[src/rtl/prefetch_pkg.sv]
// Shared types and default sizes for the instruction prefetch buffer.
// The FSM state encoding is fixed so that a checker can decode the top's state_q.
package prefetch_pkg;

   localparam int DEPTH_DEF  = 4;
   localparam int ADDR_W_DEF = 16;
   localparam int DATA_W_DEF = 16;

   typedef enum logic [1:0] {
      IDLE  = 2'd0,
      FETCH = 2'd1,
      DRAIN = 2'd2
   } state_t;

endpackage

[src/rtl/prefetch_fifo.sv]
// Circular FIFO of {addr, data} pairs with a zeroed head when empty.
// Flush takes priority over push and pop.
module prefetch_fifo #(
   parameter int DEPTH  = 4,
   parameter int ADDR_W = 16,
   parameter int DATA_W = 16
) (
   input  logic                    clk,
   input  logic                    rst,
   input  logic                    push,
   input  logic                    pop,
   input  logic                    flush,
   input  logic [ADDR_W-1:0]       push_addr,
   input  logic [DATA_W-1:0]       push_data,
   output logic [$clog2(DEPTH):0]  count,
   output logic [ADDR_W-1:0]       head_addr,
   output logic [DATA_W-1:0]       head_data
);

   localparam int PTR_W = $clog2(DEPTH);
   localparam int CNT_W = PTR_W + 1;
   localparam logic [CNT_W-1:0] FULL = CNT_W'(DEPTH);

   logic [ADDR_W-1:0] addr_mem [DEPTH];
   logic [DATA_W-1:0] data_mem [DEPTH];
   logic [PTR_W-1:0]  wr_ptr;
   logic [PTR_W-1:0]  rd_ptr;
   logic              do_push;
   logic              do_pop;

   assign do_push = push && !flush && (count != FULL);
   assign do_pop  = pop && !flush && (count != '0);

   always_ff @(posedge clk) begin
      if (rst || flush) begin
         wr_ptr <= '0;
         rd_ptr <= '0;
         count  <= '0;
      end else begin
         if (do_push) wr_ptr <= wr_ptr + 1'b1;
         if (do_pop)  rd_ptr <= rd_ptr + 1'b1;
         case ({do_push, do_pop})
            2'b10:   count <= count + 1'b1;
            2'b01:   count <= count - 1'b1;
            default: count <= count;
         endcase
      end
   end

   // Storage needs no reset: an entry is only read after it has been written.
   always_ff @(posedge clk) begin
      if (do_push) begin
         addr_mem[wr_ptr] <= push_addr;
         data_mem[wr_ptr] <= push_data;
      end
   end

   assign head_addr = (count != '0) ? addr_mem[rd_ptr] : '0;
   assign head_data = (count != '0) ? data_mem[rd_ptr] : '0;

endmodule

[src/rtl/instr_prefetch_buffer.sv]
// Sequential instruction prefetcher: one outstanding SPI fetch at a time, results
// queued with their address; a redirect flushes the queue and drains any live fetch.
module instr_prefetch_buffer
   import prefetch_pkg::*;
#(
   parameter int                DEPTH      = DEPTH_DEF,
   parameter int                ADDR_W     = ADDR_W_DEF,
   parameter int                DATA_W     = DATA_W_DEF,
   parameter logic [ADDR_W-1:0] RESET_ADDR = '0
) (
   input  logic                   clk,
   input  logic                   rst,
   output logic                   mem_req,
   output logic [ADDR_W-1:0]      mem_addr,
   input  logic                   mem_ack,
   input  logic [DATA_W-1:0]      mem_data,
   output logic                   instr_valid,
   output logic [DATA_W-1:0]      instr,
   output logic [ADDR_W-1:0]      instr_pc,
   input  logic                   instr_take,
   input  logic                   redirect,
   input  logic [ADDR_W-1:0]      redirect_addr,
   output logic [$clog2(DEPTH):0] fill_level
);

   localparam int CNT_W = $clog2(DEPTH) + 1;
   localparam logic [CNT_W-1:0] FULL = CNT_W'(DEPTH);

   // Handshakes: mem_req/mem_addr are held from issue until the cycle mem_ack is
   // sampled high (mem_ack is a one-cycle completion pulse); the decoder pops the
   // head on any cycle where instr_valid and instr_take are both high.

   state_t            state_q;
   state_t            state_d;
   logic [ADDR_W-1:0] fetch_addr;
   logic [ADDR_W-1:0] fetch_addr_d;
   logic              mem_req_d;
   logic [ADDR_W-1:0] mem_addr_d;
   logic              push;

   always_ff @(posedge clk) begin
      if (rst) begin
         state_q    <= IDLE;
         fetch_addr <= RESET_ADDR;
         mem_req    <= 1'b0;
         mem_addr   <= '0;
      end else begin
         state_q    <= state_d;
         fetch_addr <= fetch_addr_d;
         mem_req    <= mem_req_d;
         mem_addr   <= mem_addr_d;
      end
   end

   always_comb begin
      state_d      = state_q;
      fetch_addr_d = fetch_addr;
      mem_req_d    = mem_req;
      mem_addr_d   = mem_addr;
      push         = 1'b0;
      case (state_q)
         IDLE: begin
            if (redirect) begin
               fetch_addr_d = redirect_addr;
            end else if (fill_level < FULL) begin
               state_d    = FETCH;
               mem_req_d  = 1'b1;
               mem_addr_d = fetch_addr;
            end
         end
         FETCH: begin
            if (redirect) begin
               fetch_addr_d = redirect_addr;
               if (mem_ack) begin
                  mem_req_d = 1'b0;
                  state_d   = IDLE;
               end else begin
                  state_d = DRAIN;
               end
            end else if (mem_ack) begin
               push         = 1'b1;
               fetch_addr_d = mem_addr + 1'b1;
               mem_req_d    = 1'b0;
               state_d      = IDLE;
            end
         end
         DRAIN: begin
            // The stale transaction must still finish; its data is simply not pushed.
            if (redirect) fetch_addr_d = redirect_addr;
            if (mem_ack) begin
               mem_req_d = 1'b0;
               state_d   = IDLE;
            end
         end
         default: state_d = IDLE;
      endcase
   end

   prefetch_fifo #(
      .DEPTH  (DEPTH),
      .ADDR_W (ADDR_W),
      .DATA_W (DATA_W)
   ) u_fifo (
      .clk       (clk),
      .rst       (rst),
      .push      (push),
      .pop       (instr_take),
      .flush     (redirect),
      .push_addr (mem_addr),
      .push_data (mem_data),
      .count     (fill_level),
      .head_addr (instr_pc),
      .head_data (instr)
   );

   assign instr_valid = (fill_level != '0);

endmodule
[config.mk]
export PLATFORM = sky130hd
export DESIGN_NAME = instr_prefetch_buffer
export DESIGN_NICKNAME = d
export VERILOG_FILES = /design/src/rtl/prefetch_pkg.sv /design/src/rtl/prefetch_fifo.sv /design/src/rtl/instr_prefetch_buffer.sv
export SDC_FILE = /design/constraint.sdc
export NUM_CORES = 1
export LEC_CHECK = 0
export CORE_UTILIZATION = 55
export DETAILED_ROUTE_END_ITERATION = 10
export PLACE_DENSITY = 0.79
export REMOVE_ABC_BUFFERS = 1
export SLEW_MARGIN = 40
export SYNTH_ARGS = -nofsm -noshare
export SYNTH_HDL_FRONTEND = slang
export SYNTH_SLANG_ARGS = --single-unit
export TNS_END_PERCENT = 10
[constraint.sdc]
create_clock -name clk -period 2.9 [get_ports clk]
set_input_delay 0.58 -clock clk [delete_from_list [all_inputs] [get_ports clk]]
set_output_delay 0.58 -clock clk [all_outputs]
set_load 0.05 [all_outputs]
==> reports/summary.txt <==
Outcome - finished, final reports clean
Number of detailed-routing iterations run before antenna repair - 5
Static leakage - 2.91 nW
Wirelength, routed - 14600 µm
Cell breakdown of the critical path - buf_12, mux4_2, nor2b_1, buf_4
Area of all placed cells without fillers - 8860 µm²
Worst-Skew Late Latency - 0.42 ns
Total power per unit cell area - 586 nW/µm²
Commonest non-fill, non-tap cell in the layout - sky130_fd_sc_hd__edfxtp_1
Remaining Overflow, GRT - 0
Hold buffers post-CTS - 0
Total track usage - 23.5%
Clock Root Buffer - sky130_fd_sc_hd__clkbuf_16
Final std cells w/o fill - 774
DRC errors left - 0
Height of the die - 116 µm
Sum of buffers and inverters on the critical path - 2
Sink Count - 172
# Post-CTS Setup Buffers - 0
Top FF cell, synth - sky130_fd_sc_hd__edfxtp_1
Slowest cell delay on critical path - 0.60 ns
Layout cells sized above 1 - 20.4%
Instance area at placement - 8290 µm²
Origin of the worst min-delay path - fetch_addr[11]$_SDFFE_PP0P_
Critical path capture point - instr_pc[6]
Worst slack at placement - 0.0737 ns
Syn. warnings - 0
Total core area - 12600 µm²
Placed instance count - 742
HPWL after detailed placement - 9030 µm
R2R Path End - u_fifo.count[2]$_SDFFE_PP0P_
Final-stage net count - 637
Post-layout worst setup margin - 0.163 ns
Number of buffers added by the clock tree synthesis step - 17
Final weighted congestion in routability-driven placement - 0.934
Number of synthesized flops with an enable pin - 128
Measured slew at the worst slew-check pin - 0.720 ns
Register bit total from synthesis - 172
Setup Viol. Count Final - 0
Crit path max fanout - 13
Unrepaired setup endpoints after global routing - no
Max-cap violations - 0
VDD IR-drop max - 0.357 mV
CTS tree - done
Number of vias after detailed routing - 4474
Slowest stage cell on the critical path - sky130_fd_sc_hd__dfxtp_2
Arrival time at the worst endpoint - 2.16 ns
Tcrit/Tclk final - 94.4%
Detail-routed via count per cell - 5.78
Commonest cells after routing, fill and taps aside - sky130_fd_sc_hd__edfxtp_1, sky130_fd_sc_hd__clkdlybuf4s50_1, sky130_fd_sc_hd__nand2_1
Number of placement rows - 41
Final ANT Viol Nets - 0
Worst hold path class - register to register
Flop2flop setup slack - 0.52 ns
Layout overhead on the synthesized area - 24.8%
Logic depth of the worst setup path including buffers - 4
Main area contributors after synthesis - sky130_fd_sc_hd__edfxtp_1, sky130_fd_sc_hd__dfxtp_1, sky130_fd_sc_hd__mux4_2
Mapped Cells - 486
Synth area leader - sky130_fd_sc_hd__edfxtp_1
Category of cells accounting for the largest share of critical-path delay - flip-flops
Kind of end point of the critical path - output pin
Mean area per synthesized cell - 14.6 µm²
Shortest clock period the worst path allows after layout - 2.74 ns
First-pass GRT wire length - 23200 µm
Top-area cell type share of the netlist area - 54.1%
Worst hold margin - 0.455 ns
Violation count after the first detailed-routing iteration - 444
Overall power after layout - 0.00519 W
Type of element launching the critical path - register
Setup clock skew after layout - 0.00872 ns
Vias in the first global route - 4492
Post-cts repair resize count - 0
Per-cell routed wire length - 18.9 µm
Number of endpoints with negative hold slack in the final report - 0
Crit path required time - 2.32 ns
Max Slew Vio Count - 0
Post-synthesis async set-or-reset flop share - 0%
F_max - 365 MHz
WS Path Type - register to output pin
Effective utilization at floorplan - 56.3%
Reg2Reg Depth - 8
Bufs on Longest Clock Path - 2
Cell area after technology mapping - 7100 µm²
Ant. Diodes - 0
I/O pin total - 90
Number of library cell types mapped by synthesis - 46
Clock Pin Slew Worst Setup and Hold Paths - 0.06 ns
Maximum number of pins on one net before global-route repair - 35
Depth of the CTS H-tree - 4
Number of buffers added on ports - 89
Number of antenna violations at the first check in global routing - 0
Die outline width - 116 µm
Die Area - 13400 µm²
Worst slew slack as a fraction of its limit - 52.0%
Sequential-to-total area share from yosys stat - 66.5%
Worst reg2reg path startpoint - u_fifo.count[2]$_SDFFE_PP0P_
-- layout make-up --
| cell class | instances | area, µm² |
|---|---|---|
| Clock buffer | 24 | 472 |
| Clock inverter | 8 | 93.8 |
| Fill cell | 857 | 3760 |
| Inverter | 20 | 75.1 |
| Multi-Input combinational cell | 268 | 2200 |
| Sequential cell | 172 | 4730 |
| Tap cell | 172 | 215 |
| Timing Repair Buffer | 110 | 1080 |
-- cells in the mapped netlist, types with 2 or more instances --
library cell and count:
sky130_fd_sc_hd__a211oi_1 2, sky130_fd_sc_hd__a21oi_1 24, sky130_fd_sc_hd__a2bb2oi_1 2, sky130_fd_sc_hd__and2_1 4, sky130_fd_sc_hd__buf_1 2, sky130_fd_sc_hd__buf_2 8
sky130_fd_sc_hd__clkbuf_1 15, sky130_fd_sc_hd__dfxtp_1 44, sky130_fd_sc_hd__edfxtp_1 128, sky130_fd_sc_hd__ha_1 10, sky130_fd_sc_hd__inv_1 20, sky130_fd_sc_hd__mux4_2 32
sky130_fd_sc_hd__nand2_1 48, sky130_fd_sc_hd__nand3_1 8, sky130_fd_sc_hd__nand4_1 10, sky130_fd_sc_hd__nor2_1 19, sky130_fd_sc_hd__nor2b_1 33, sky130_fd_sc_hd__nor3_1 6
sky130_fd_sc_hd__nor3b_1 3, sky130_fd_sc_hd__nor4_1 6, sky130_fd_sc_hd__o2111ai_1 4, sky130_fd_sc_hd__o21a_1 2, sky130_fd_sc_hd__o21ai_0 7, sky130_fd_sc_hd__o221ai_1 6
sky130_fd_sc_hd__o22ai_1 2, sky130_fd_sc_hd__o31ai_1 2, sky130_fd_sc_hd__o32ai_1 5, sky130_fd_sc_hd__or3_1 4, sky130_fd_sc_hd__xnor2_1 12, sky130_fd_sc_hd__xor2_1 2
-- logic make-up after synthesis --
| family | after synthesis | share of synthesized area, % |
|---|---|---|
| simple gates | 149 | 11.1 |
| fa+ha+maj | 11 | 2.04 |
| mux | 33 | 10.3 |
| xor+xnor | 14 | 1.73 |
| buf+inv | 46 | 2.63 |
| flops | 172 | 66.5 |
| compound gates | 61 | 5.71 |
-- through the flow --
step                      utilization [%]  TNS (ns)
after floorplan                         -    -28.87
after global placement               65.7         0
after global routing                 70.2         0
after CTS                            70.2         0
final                                70.2         0
after detailed placement             65.7         0
-- report_power, final --
group / switching [W] / internal [W] / total, W
Sequential: 0.0000322 / 0.00267 / 0.00271
Combinational: 0.000181 / 0.000132 / 0.000313
Clock: 0.000863 / 0.00131 / 0.00217
-- worst min-delay path by stage --
stage	endpoint	slack [ns]	cells past startpoint
2_1_floorplan	mem_addr[2]$_SDFFE_PP0P_	0.42	2
3_3_place_gp	mem_addr[9]$_SDFFE_PP0P_	0.44	2
3_5_place_dp	mem_addr[1]$_SDFFE_PP0P_	0.45	2
4_1_cts	mem_addr[1]$_SDFFE_PP0P_	0.46	2
5_1_grt	mem_addr[1]$_SDFFE_PP0P_	0.47	2
6_report	mem_addr[11]$_SDFFE_PP0P_	0.46	2
-- flip-flops by register name, indices dropped and copies added, names as in the netlist, named ones only --
register / count
state_q: 2
fetch_addr: 16
u_fifo.addr_mem: 64
u_fifo.data_mem: 64
u_fifo.wr_ptr: 2
u_fifo.rd_ptr: 2
mem_req: 1
u_fifo.count: 3
mem_addr: 16
-- routing by layer --
metal	up-vias	GRT usage [%]	share of wire, %
met5	-	0	0
met4	0	8.72	2.2
met3	27	5.65	6.4
met2	195	38.7	48
met1	2203	30.4	43
li1	2049	-	-
-- worst reg2reg max path: cells and delay by family, from the launching register on --
family                     cells  cell delay, ns
and+or+nand+nor                3            0.80
adders and majority gates      2            0.63
AOI/OAI and AO/OA              1            0.16
xor gates and xnor gates       1            0.16
DFF                            1            0.51
buffers and inverters          1            0.06
Power figures use the tool's default switching activity.
